### config.mk
export PLATFORM = sky130hd
export DESIGN_NAME = transport_down_arbiter_flat
export DESIGN_NICKNAME = d
export VERILOG_FILES = /design/src/rtl/transport_down_arbiter_if.sv /design/src/rtl/transport_down_arbiter.sv /design/src/flat_wrapper.sv
export SDC_FILE = /design/constraint.sdc
export NUM_CORES = 1
export LEC_CHECK = 0
export CAP_MARGIN = 20
export CORE_ASPECT_RATIO = 1.1
export CORE_MARGIN = 1
export CORE_UTILIZATION = 41
export CTS_CLUSTER_DIAMETER = 80
export CTS_CLUSTER_SIZE = 28
export DETAILED_ROUTE_END_ITERATION = 6
export GPL_TIMING_DRIVEN = 0
export PLACE_DENSITY = 0.95
export SLEW_MARGIN = 20
export SYNTH_ARGS = -nofsm -noshare
export SYNTH_HDL_FRONTEND = slang
export SYNTH_SLANG_ARGS = --single-unit
### constraint.sdc
create_clock -name s_axis_aclk -period 5 [get_ports s_axis_aclk]
set_clock_uncertainty 0.2 [all_clocks]
set_input_delay 1.5 -clock s_axis_aclk [delete_from_list [all_inputs] [get_ports s_axis_aclk]]
set_output_delay 1.5 -clock s_axis_aclk [all_outputs]
set_load 0.05 [all_outputs]
### src/rtl/transport_down_arbiter_if.sv
// ---------------------------------------------------------------------------
// transport_down_arbiter_if
// Bundles the NUM_SRC AXI-Stream source lanes and the PAICore send port that
// the downstream arbiter sits between.
//   s_axis_tdata      packed per-source frames, src i at [i*DATA_W +: DATA_W]
//   s_axis_tvalid     per-source valid
//   s_axis_tlast      per-source last beat of packet
//   s_axis_tready     per-source ready (driven by the arbiter)
//   i_send_available  PAICore can take a frame this cycle
//   o_send_valid      frame valid toward PAICore (driven by the arbiter)
//   o_send_pdata      frame data toward PAICore (driven by the arbiter)
// Modports:
//   master  the surrounding system: source FIFOs plus the PAICore sink
//   slave   the arbiter itself
// ---------------------------------------------------------------------------
interface transport_down_arbiter_if #(
  parameter int NUM_SRC = 2,
  parameter int DATA_W  = 64
);
  logic [NUM_SRC*DATA_W-1:0] s_axis_tdata;
  logic [NUM_SRC-1:0]        s_axis_tvalid;
  logic [NUM_SRC-1:0]        s_axis_tlast;
  logic [NUM_SRC-1:0]        s_axis_tready;
  logic                      i_send_available;
  logic                      o_send_valid;
  logic [DATA_W-1:0]         o_send_pdata;

  modport master (
    output s_axis_tdata,
    output s_axis_tvalid,
    output s_axis_tlast,
    output i_send_available,
    input  s_axis_tready,
    input  o_send_valid,
    input  o_send_pdata
  );

  modport slave (
    input  s_axis_tdata,
    input  s_axis_tvalid,
    input  s_axis_tlast,
    input  i_send_available,
    output s_axis_tready,
    output o_send_valid,
    output o_send_pdata
  );
endinterface

### src/rtl/transport_down_arbiter.sv
// ---------------------------------------------------------------------------
// transport_down_arbiter
// Shares the PAICore downstream send port between NUM_SRC AXI-Stream sources
// (e.g. config frames and spike/data frames). Round-robin, packet-granular:
// once a source is granted it owns the link until its tlast beat handshakes.
// Also counts delivered frames and packets.
// Ports:
//   s_axis_aclk     clock
//   s_axis_aresetn  synchronous active-low reset
//   bus             source lanes + PAICore send port (slave modport)
//   o_grant_id      currently or last granted source (holds in IDLE)
//   o_busy          1 while a packet is locked
//   o_tx_done       1-cycle pulse the cycle after a tlast beat handshakes
//   i_clear_cnt     synchronous clear of both counters (beats increments)
//   o_frame_cnt     beats delivered, wraps modulo 2^CNT_W
//   o_pkt_cnt       packets delivered, wraps modulo 2^CNT_W
// ---------------------------------------------------------------------------
module transport_down_arbiter #(
  parameter int NUM_SRC = 2,
  parameter int DATA_W  = 64,
  parameter int CNT_W   = 32
) (
  input  logic                       s_axis_aclk,
  input  logic                       s_axis_aresetn,
  transport_down_arbiter_if.slave    bus,
  output logic [$clog2(NUM_SRC)-1:0] o_grant_id,
  output logic                       o_busy,
  output logic                       o_tx_done,
  input  logic                       i_clear_cnt,
  output logic [CNT_W-1:0]           o_frame_cnt,
  output logic [CNT_W-1:0]           o_pkt_cnt
);

  localparam int GW = $clog2(NUM_SRC);

  typedef enum logic {
    IDLE = 1'b0,
    LOCK = 1'b1
  } state_t;

  state_t            state_reg, state_next;
  logic [GW-1:0]     grant_reg, grant_next;
  logic [GW-1:0]     last_grant_reg, last_grant_next;
  logic              tx_done_reg;
  logic [CNT_W-1:0]  frame_cnt_reg;
  logic [CNT_W-1:0]  pkt_cnt_reg;

  logic [DATA_W-1:0] src_data [NUM_SRC];
  logic [NUM_SRC-1:0] tready_w;

  logic              lock_fwd;
  logic              g_valid;
  logic              g_last;
  logic              hs;
  logic              hs_last;
  logic              send_valid_w;
  logic [DATA_W-1:0] send_pdata_w;

  logic              arb_any;
  logic [GW-1:0]     arb_pick;
  logic              found_hi, found_lo;
  logic [GW-1:0]     pick_hi, pick_lo;

  // Per-source unpacking and ready generation. Only the granted lane ever
  // sees ready, and only while the link is locked.
  generate
    for (genvar gi = 0; gi < NUM_SRC; gi++) begin : g_src
      assign src_data[gi] = bus.s_axis_tdata[gi*DATA_W +: DATA_W];
      assign tready_w[gi] = lock_fwd && (grant_reg == GW'(gi)) && bus.i_send_available;
    end
  endgenerate

  // Round-robin pick: the search order last_grant+1, +2, ... (mod NUM_SRC)
  // is split into the indices above last_grant (searched first) and the
  // indices at or below it (wrap-around part). The lowest asserted index in
  // the first group wins, otherwise the lowest asserted in the second.
  always_comb begin
    found_hi = 1'b0;
    found_lo = 1'b0;
    pick_hi  = '0;
    pick_lo  = '0;
    for (int i = 0; i < NUM_SRC; i++) begin
      if (bus.s_axis_tvalid[i] && (i > int'(last_grant_reg)) && !found_hi) begin
        found_hi = 1'b1;
        pick_hi  = GW'(i);
      end
      if (bus.s_axis_tvalid[i] && (i <= int'(last_grant_reg)) && !found_lo) begin
        found_lo = 1'b1;
        pick_lo  = GW'(i);
      end
    end
    arb_any  = found_hi | found_lo;
    arb_pick = found_hi ? pick_hi : pick_lo;
  end

  // Granted-lane view; meaningful only in LOCK.
  assign g_valid = bus.s_axis_tvalid[grant_reg];
  assign g_last  = bus.s_axis_tlast[grant_reg];

  // Next-state and forwarding logic.
  always_comb begin
    state_next      = state_reg;
    grant_next      = grant_reg;
    last_grant_next = last_grant_reg;
    lock_fwd        = 1'b0;
    send_valid_w    = 1'b0;
    send_pdata_w    = '0;
    hs              = 1'b0;
    hs_last         = 1'b0;
    case (state_reg)
      IDLE: begin
        // Arbitration cycle: nothing is forwarded here.
        if (arb_any) begin
          grant_next = arb_pick;
          state_next = LOCK;
        end
      end
      LOCK: begin
        lock_fwd     = 1'b1;
        send_valid_w = g_valid;
        send_pdata_w = src_data[grant_reg];
        hs           = g_valid & bus.i_send_available;
        hs_last      = hs & g_last;
        // A tvalid bubble mid-packet keeps the lock; only tlast releases it.
        if (hs_last) begin
          state_next      = IDLE;
          last_grant_next = grant_reg;
        end
      end
      default: begin
        state_next = IDLE;
      end
    endcase
  end

  always_ff @(posedge s_axis_aclk) begin
    if (!s_axis_aresetn) begin
      state_reg      <= IDLE;
      grant_reg      <= '0;
      last_grant_reg <= GW'(NUM_SRC - 1);
      tx_done_reg    <= 1'b0;
      frame_cnt_reg  <= '0;
      pkt_cnt_reg    <= '0;
    end else begin
      state_reg      <= state_next;
      grant_reg      <= grant_next;
      last_grant_reg <= last_grant_next;
      tx_done_reg    <= hs_last;
      // Clear has priority over a same-cycle increment.
      if (i_clear_cnt) begin
        frame_cnt_reg <= '0;
        pkt_cnt_reg   <= '0;
      end else begin
        if (hs) begin
          frame_cnt_reg <= frame_cnt_reg + CNT_W'(1);
        end
        if (hs_last) begin
          pkt_cnt_reg <= pkt_cnt_reg + CNT_W'(1);
        end
      end
    end
  end

  assign bus.s_axis_tready = tready_w;
  assign bus.o_send_valid  = send_valid_w;
  assign bus.o_send_pdata  = send_pdata_w;
  assign o_grant_id        = grant_reg;
  assign o_busy            = (state_reg == LOCK);
  assign o_tx_done         = tx_done_reg;
  assign o_frame_cnt       = frame_cnt_reg;
  assign o_pkt_cnt         = pkt_cnt_reg;

endmodule
### src/flat_wrapper.sv
// flat-port wrapper written by rule: the top's interface ports become plain ports
module transport_down_arbiter_flat 
#(
  parameter int NUM_SRC = 2,
  parameter int DATA_W  = 64,
  parameter int CNT_W   = 32
)
  (s_axis_aclk, s_axis_aresetn, o_grant_id, o_busy, o_tx_done, i_clear_cnt, o_frame_cnt, o_pkt_cnt, bus_s_axis_tdata, bus_s_axis_tvalid, bus_s_axis_tlast, bus_i_send_available, bus_s_axis_tready, bus_o_send_valid, bus_o_send_pdata);
  transport_down_arbiter_if #(.NUM_SRC(NUM_SRC), .DATA_W(DATA_W)) bus_i ();
  input  logic s_axis_aclk;
  input  logic s_axis_aresetn;
  output logic [$clog2(NUM_SRC)-1:0] o_grant_id;
  output logic o_busy;
  output logic o_tx_done;
  input  logic i_clear_cnt;
  output logic [CNT_W-1:0] o_frame_cnt;
  output logic [CNT_W-1:0] o_pkt_cnt;
  input wire logic [$bits(bus_i.s_axis_tdata)-1:0] bus_s_axis_tdata;
  input wire logic [$bits(bus_i.s_axis_tvalid)-1:0] bus_s_axis_tvalid;
  input wire logic [$bits(bus_i.s_axis_tlast)-1:0] bus_s_axis_tlast;
  input wire logic [$bits(bus_i.i_send_available)-1:0] bus_i_send_available;
  output wire logic [$bits(bus_i.s_axis_tready)-1:0] bus_s_axis_tready;
  output wire logic [$bits(bus_i.o_send_valid)-1:0] bus_o_send_valid;
  output wire logic [$bits(bus_i.o_send_pdata)-1:0] bus_o_send_pdata;
  assign bus_i.s_axis_tdata = bus_s_axis_tdata;
  assign bus_i.s_axis_tvalid = bus_s_axis_tvalid;
  assign bus_i.s_axis_tlast = bus_s_axis_tlast;
  assign bus_i.i_send_available = bus_i_send_available;
  assign bus_s_axis_tready = bus_i.s_axis_tready;
  assign bus_o_send_valid = bus_i.o_send_valid;
  assign bus_o_send_pdata = bus_i.o_send_pdata;
  transport_down_arbiter #(.NUM_SRC(NUM_SRC), .DATA_W(DATA_W), .CNT_W(CNT_W)) u_core (.s_axis_aclk(s_axis_aclk), .s_axis_aresetn(s_axis_aresetn), .bus(bus_i), .o_grant_id(o_grant_id), .o_busy(o_busy), .o_tx_done(o_tx_done), .i_clear_cnt(i_clear_cnt), .o_frame_cnt(o_frame_cnt), .o_pkt_cnt(o_pkt_cnt));
endmodule
==> results summary <==
Counting the buffers created by CTS gives 9. The overall overflow remaining after global route is 0. Counting flops and latches in the post-synthesis netlist gives 68. The number of warnings printed during yosys synthesis came out at 0.

The number of primary I/O pins came out at 270. The initial antenna violation count came out at 0. TritonCTS built the clock tree. The average cell area after synthesis came out at 8.24 um2. The number of diodes added for antenna fixing is 0. The most used flip-flop cell after synthesis is sky130_fd_sc_hd__dfxtp_1. The net switching component of the power came out at 493 uW. For the worst setup path, the data required time is 3.30 ns. Clock tree synthesis selected as its root buffer the cell sky130_fd_sc_hd__clkbuf_16.

The last weighted congestion value of the routability-driven placer is 0.930. The worst setup path is launched from an input pin. The critical path is of the in2out type. The sequential cell area fraction in the yosys report came out at 0.302. The overall routed net length is 18.5 mm. The remaining antenna violation count after routing came out at 0.

Clock-pin slew was measured on the worst setup and hold paths at 0.05 ns. The H-tree generated during clock tree synthesis spans 3 levels. Of the post-synthesis cell area, the dominant cell type holds 0.302. The region available for standard cell placement spans 10500 um2. For this design the ratio of total power to cell area is 208 nW/um2.

The count of unique library cells instantiated by Yosys came out at 44. The overall routing resource usage is 0.317. After detailed routing, the average wire length per cell comes to 19.1 um. The max-cap violation count is 0. Of the total power, the share spent switching nets is 0.309. The setup TNS after final layout came out at 0 ns.

The detailed placer's ending HPWL is 14.7 mm. The number of global-route vias before repair is 5412. The die extent in x came out at 102 um.

The worst hold margin is 0.286 ns. The netlist area before placement came out at 4510 um2. The synthesized net count is 685.

Entering global routing, the biggest net connects 11 pins. The final period utilization is 0.973. The port buffer count is 269. Yosys attributes the largest share of cell area to sky130_fd_sc_hd__dfxtp_1 (30%), sky130_fd_sc_hd__mux2i_1 (17%), sky130_fd_sc_hd__nor2b_1 (9.0%), sky130_fd_sc_hd__a21oi_1 (4.4%), sky130_fd_sc_hd__o31ai_1 (4.2%).

The data arrival time of the critical path is 3.17 ns. The number of slew-limit violations in the final report is 0. The cell count after synthesis came out at 547.

The first-pass GRT wire length is 28.0 mm. For this configuration, the core starts out at a cell density of 0.428. The ratio of routed vias to standard cells came out at 5.75. For this run, the detailed router's first-pass iteration total came to 5.

The height of the die came out at 112 um. The violation count after the first detailed-route iteration is 362. The remaining routing DRC violations came out at 0. Of the total power, combinational logic draws 0.303.

The design draws 1.59 mW. The count of vias placed by the detailed router is 5595. The number of clock sinks is 68. In this run the worst hold path is classified as reg2reg.

Summed over all cells, the static leakage comes to 2.47 nW. Hold repair after CTS inserted 0 buffers. The maximum fanout encountered on the critical timing path is 10.

Setup repair after global routing left no endpoint under its margin. The maximum buffer depth of the clock tree came out at 2. In this run the post-CTS setup repair buffer count came out at 0. After floorplanning, the core was divided into 39 placement rows. The slew at the pin with the worst max-slew slack is 1.00 ns. The total setup violations reported at the end of the flow is 0. The clock network power share came out at 0.355. The post-layout net count came out at 965. Of the total power, registers draw 0.343. The clock insertion delay at the later pin of the skew report came out at 0.34 ns. The hold violation count in the final report came out at 0. For the finished layout, the period the worst path requires is 4.87 ns. The fmax is 205 MHz. The design internal power is 1.10 mW. The overall die area is 11400 um2. The headroom to the max-slew limit is 0.326. The layout-stage area growth over the synthesis result is 69.4%.

In the final layout, the share of cells above drive strength 1 is 0.0373. The sort of element at the end of the critical path is an output pin. In the synthesized netlist the async set-or-reset flop fraction comes to 0. The biggest area contributor in the post-synthesis netlist is sky130_fd_sc_hd__dfxtp_1. The run finished with clean final reports. In this run, synthesis inferred 0 flip-flops with an integrated enable. The worst voltage drop across the vdd grid is 0.179 mV.
-- metrics by stage --
stage	std cells	utilization	cell area (um2)	worst slack, ns
after global placement	959	0.700	7380	-0.129
after global routing	973	0.725	7640	0.0301
after floorplan	547	-	4510	0.778
final	973	0.725	7640	0.133
after detailed placement	959	0.700	7380	-0.142
after CTS	973	0.725	7640	0.0196
-- critical path, stage by stage --
cell                              delay [ns]
sky130_fd_sc_hd__clkdlybuf4s50_1        0.54
sky130_fd_sc_hd__mux2_2                 0.23
sky130_fd_sc_hd__buf_4                  0.20
sky130_fd_sc_hd__and2_1                 0.13
sky130_fd_sc_hd__dlygate4sd2_1          0.55
-- metal layers --
metal  up-vias  share of wire  track usage
met4         0          0.036        0.141
met2       329           0.50        0.544
met3        61           0.10       0.0948
met5         -              0            0
li1       2585              -            -
met1      2620           0.36        0.356
-- layout make-up --
| cell class | instances | area, um2 |
|---|---|---|
| Multi-Input combinational cell | 436 | 2970 |
| Clock buffer | 11 | 243 |
| Timing Repair Buffer | 269 | 2690 |
| Clock inverter | 3 | 15.0 |
| Tap cell | 143 | 179 |
| Buffer | 36 | 154 |
| Inverter | 7 | 26.3 |
| Fill cell | 780 | 2900 |
| Sequential cell | 68 | 1360 |
-- cells in the mapped netlist (12+ instances only) --
library cell / number
sky130_fd_sc_hd__o31ai_1: 25
sky130_fd_sc_hd__o21ai_0: 15
sky130_fd_sc_hd__nor4_1: 12
sky130_fd_sc_hd__nand2_1: 35
sky130_fd_sc_hd__or4_1: 22
sky130_fd_sc_hd__a21oi_1: 40
sky130_fd_sc_hd__nor2b_1: 65
sky130_fd_sc_hd__nor2_1: 21
sky130_fd_sc_hd__clkbuf_1: 22
sky130_fd_sc_hd__nand3_1: 22
sky130_fd_sc_hd__dfxtp_1: 68
sky130_fd_sc_hd__mux2i_1: 77
sky130_fd_sc_hd__nand4_1: 25
-- cells by family (layout without fill, tap and decap cells) --
logic type	count (synthesis)	count (layout)	synth area share
compound gates	87	87	0.115
xor+xnor	10	10	0.0194
fa+ha+maj	2	2	0.00555
buf+inv	43	326	0.0400
flops	68	68	0.302
mux	80	80	0.178
simple gates	257	257	0.339
-- cell usage in the layout (no fill, tap or decap), types with 12 or more instances in the layout --
master                            instances
sky130_fd_sc_hd__nor2b_1                 65
sky130_fd_sc_hd__a21oi_1                 40
sky130_fd_sc_hd__o21ai_0                 15
sky130_fd_sc_hd__or4_1                   22
sky130_fd_sc_hd__nand4_1                 25
sky130_fd_sc_hd__clkdlybuf4s50_1        267
sky130_fd_sc_hd__nand2_1                 35
sky130_fd_sc_hd__nor4_1                  12
sky130_fd_sc_hd__nor2_1                  21
sky130_fd_sc_hd__mux2i_1                 77
sky130_fd_sc_hd__nand3_1                 22
sky130_fd_sc_hd__o31ai_1                 25
sky130_fd_sc_hd__clkbuf_1                23
sky130_fd_sc_hd__dfxtp_1                 68
-- power groups by stage --
stage               clock network, mW  logic (mW)  registers (mW)
global placement                    0       0.475           0.557
global route                    0.592       0.506           0.545
CTS                             0.565       0.483           0.546
detailed placement                  0       0.482           0.557
floorplan                           0       0.252           0.563
finish                          0.565       0.482           0.546
-- path summary, 6_finish.rpt --
check / from / end / slack (ns) / cells past startpoint
max: bus_s_axis_tvalid[0] / bus_o_send_valid / 0.13 / 5
min: u_core.o_frame_cnt[31]$_SDFFE_PP0P_ / u_core.o_frame_cnt[31]$_SDFFE_PP0P_ / 0.29 / 2
min reg2reg: u_core.o_frame_cnt[31]$_SDFFE_PP0P_ / u_core.o_frame_cnt[31]$_SDFFE_PP0P_ / 0.29 / 2
max reg2reg: u_core.o_busy$_SDFF_PN0_ / u_core.o_pkt_cnt[14]$_SDFFE_PP0P_ / 2.26 / 8
-- timing repair --
| item | in CTS | in global routing |
|---|---|---|
| setup endpoints to repair | 1 | 1 |
| gates resized for setup | 1 | 1 |
| endpoints found under the hold margin | 0 | 0 |
Note: power is estimated with default switching activity, not from simulation.
==> variant: new RTL, same flow settings <==
Make the reset (`s_axis_aresetn`) asynchronous in one clocked block. Comments in the files are not updated.
--- a/src/rtl/transport_down_arbiter.sv
+++ b/src/rtl/transport_down_arbiter.sv
@@ -133,7 +133,7 @@
     endcase
   end
 
-  always_ff @(posedge s_axis_aclk) begin
+  always_ff @(posedge s_axis_aclk or negedge s_axis_aresetn) begin
     if (!s_axis_aresetn) begin
       state_reg      <= IDLE;
       grant_reg      <= '0;
Check against the original RTL: differs if s_axis_aresetn is asserted again (counterexample within 4 cycles, from zero or initial values and one cycle with s_axis_aresetn low); with s_axis_aresetn held inactive, the same outputs for 4 cycles.
==> variant against the unedited design <==
Sequential cell count did not move. Cell area rose by 1.0%. Die area rose by 0.17%. Area after synthesis rose by 0.17%. Wire length rose by 0.57%. Setup slack got worse by 88 ps. Critical endpoint unchanged.
Power is not compared: it rests on default switching activity, and its combinational part moved more than twofold at a synthesized area within 25%.
==> variant: results (changes against the unedited design) <==
[run_status] outcome complete, no violations
[critical_path] slowest stage delay, CP 730 ps [+180 ps]
[global_route] vias in the first global route 5,241 [-3.2%]
[critical_path] cell with the largest stage delay on the worst path clkdlybuf4s50_1
[synth] multiplexer share of the synthesized area 15.6% [-2.2 points]
[synth] register area share after synthesis 37.7% [+7.5 points]
[critical_path] worst-path maximum fanout 7 [-3]
[cells_and_area] fill cell count 724 [-7.2%]
[place] routability congestion estimate from global placement 0.903 [-2.8%]
[clocking] number of post-CTS setup repair buffers 0 [unchanged]
[global_route] maximum number of pins on one net before global-route repair 55 [+44]
[place] post-detailed-placement half-perimeter wirelength 14.1 mm [-4.3%]
[synth] most used standard cells in the synthesized netlist nor2_1, dfrtp_1, mux2i_1, nand2_1, xnor2_1
[routing] final routed wirelength across all metal layers 18.7 mm [+0.57%]
[synth] distinct cell type count after synthesis 36 [-18%]
[synth] Async S/R FF share, synth 100% [+100 points]
[sta] Worst Max-Slew Pin Slew 792 ps [-211 ps]
[place] placed instance area 0.00741 mm² [+0.44%]
[synth] synthesized net count 658 [-3.9%]
[place] post-placement worst setup slack -39.2 ps [+102 ps]
[cells_and_area] number of non-filler instances in the completed layout 949 [-2.5%]
[synth] xor/xnor share of the synthesized area 9.70% [+7.8 points]
[cells_and_area] proportion of layout cells with a drive suffix above 1 5.21% [+1.5 points]
[synth] mean instance size in the synthesized netlist 8.69 µm² [+5.4%]
[routing] vias per cell 5.58 [-2.9%]
[critical_path] arrival time reported for the critical path endpoint 3250 ps [+80 ps]
[synth] most used flip-flop cell after synthesis dfrtp_1
[global_route] number of antenna violations at the first check in global routing 4 [+4]
[cells_and_area] net total in the final layout 939 [-2.7%]
[global_route] global-route wire length before repair 28.0 mm [+0.30%]
[place] cell count after placement 933 [-2.7%]
[synth] post-synthesis compound-gate area fraction 3.27% [-8.3 points]
[routing] First DRT Iteration DRCs 410 [+13%]
[synth] post-synthesis adder-cell area fraction 0.554% [-0.00092 points]
[clocking] clock latency of the later-clocked register in the worst-skew pair 340 ps [about the same]
[min_path] class of the most critical hold timing path reg2reg
[global_route] total routing usage reported by global routing 32.2% [+0.58 points]
-- variant: metal layers --
| metal | vias up | GRT usage, % | share of wire (%) |
|---|---|---|---|
| met1 | 2512 | 36.1 | 36 |
| met3 | 73 | 12.1 | 11 |
| met2 | 330 | 56.4 | 50 |
| met5 | - | 0 | 0.30 |
| met4 | 8 | 9.24 | 2.9 |
| li1 | 2374 | - | - |
-- variant: final timing paths --
path | slack, ps | start | to | depth (start not counted)
worst min register to register | 340 | u_core.last_grant_reg$_DFFE_PN1P_ | u_core.last_grant_reg$_DFFE_PN1P_ | 2
worst max-delay path | 50 | bus_s_axis_tvalid[0] | bus_o_send_valid | 4
worst max register to register | 2290 | u_core.o_pkt_cnt[3]$_DFFE_PN0P_ | u_core.o_pkt_cnt[31]$_DFFE_PN0P_ | 6
min in group asynchronous | 820 | s_axis_aresetn | u_core.o_pkt_cnt[28]$_DFFE_PN0P_ | 1
worst min-delay path | 340 | u_core.last_grant_reg$_DFFE_PN1P_ | u_core.last_grant_reg$_DFFE_PN1P_ | 2
max in group asynchronous | 3190 | s_axis_aresetn | u_core.last_grant_reg$_DFFE_PN1P_ | 2
-- variant: power breakdown --
| group | internal [W] | switching (W) | leakage (nW) |
|---|---|---|---|
| Clock | 0.000388 | 0.000264 | 0.138 |
| Sequential | 0.000566 | 0.0000173 | 0.939 |
| Combinational | 0.000675 | 0.00123 | 2.06 |
-- variant: cell type report --
class                      count  area (µm²)  area share, %
clock inverter                 7        75.1          0.972
buffer                        26         110           1.43
tap                          143         179           2.32
inverter                       8        30.0          0.389
multi-input combinational    418        2680           34.7
sequential                    68        1700           22.1
timing repair buffer         270        2720           35.2
clock buffer                   9         225           2.92
-- variant: timing repair --
item / in CTS / in global routing
gates resized for setup: 1 / 1
pin swaps: 0 / 0
endpoints found under the setup margin: 1 / 1
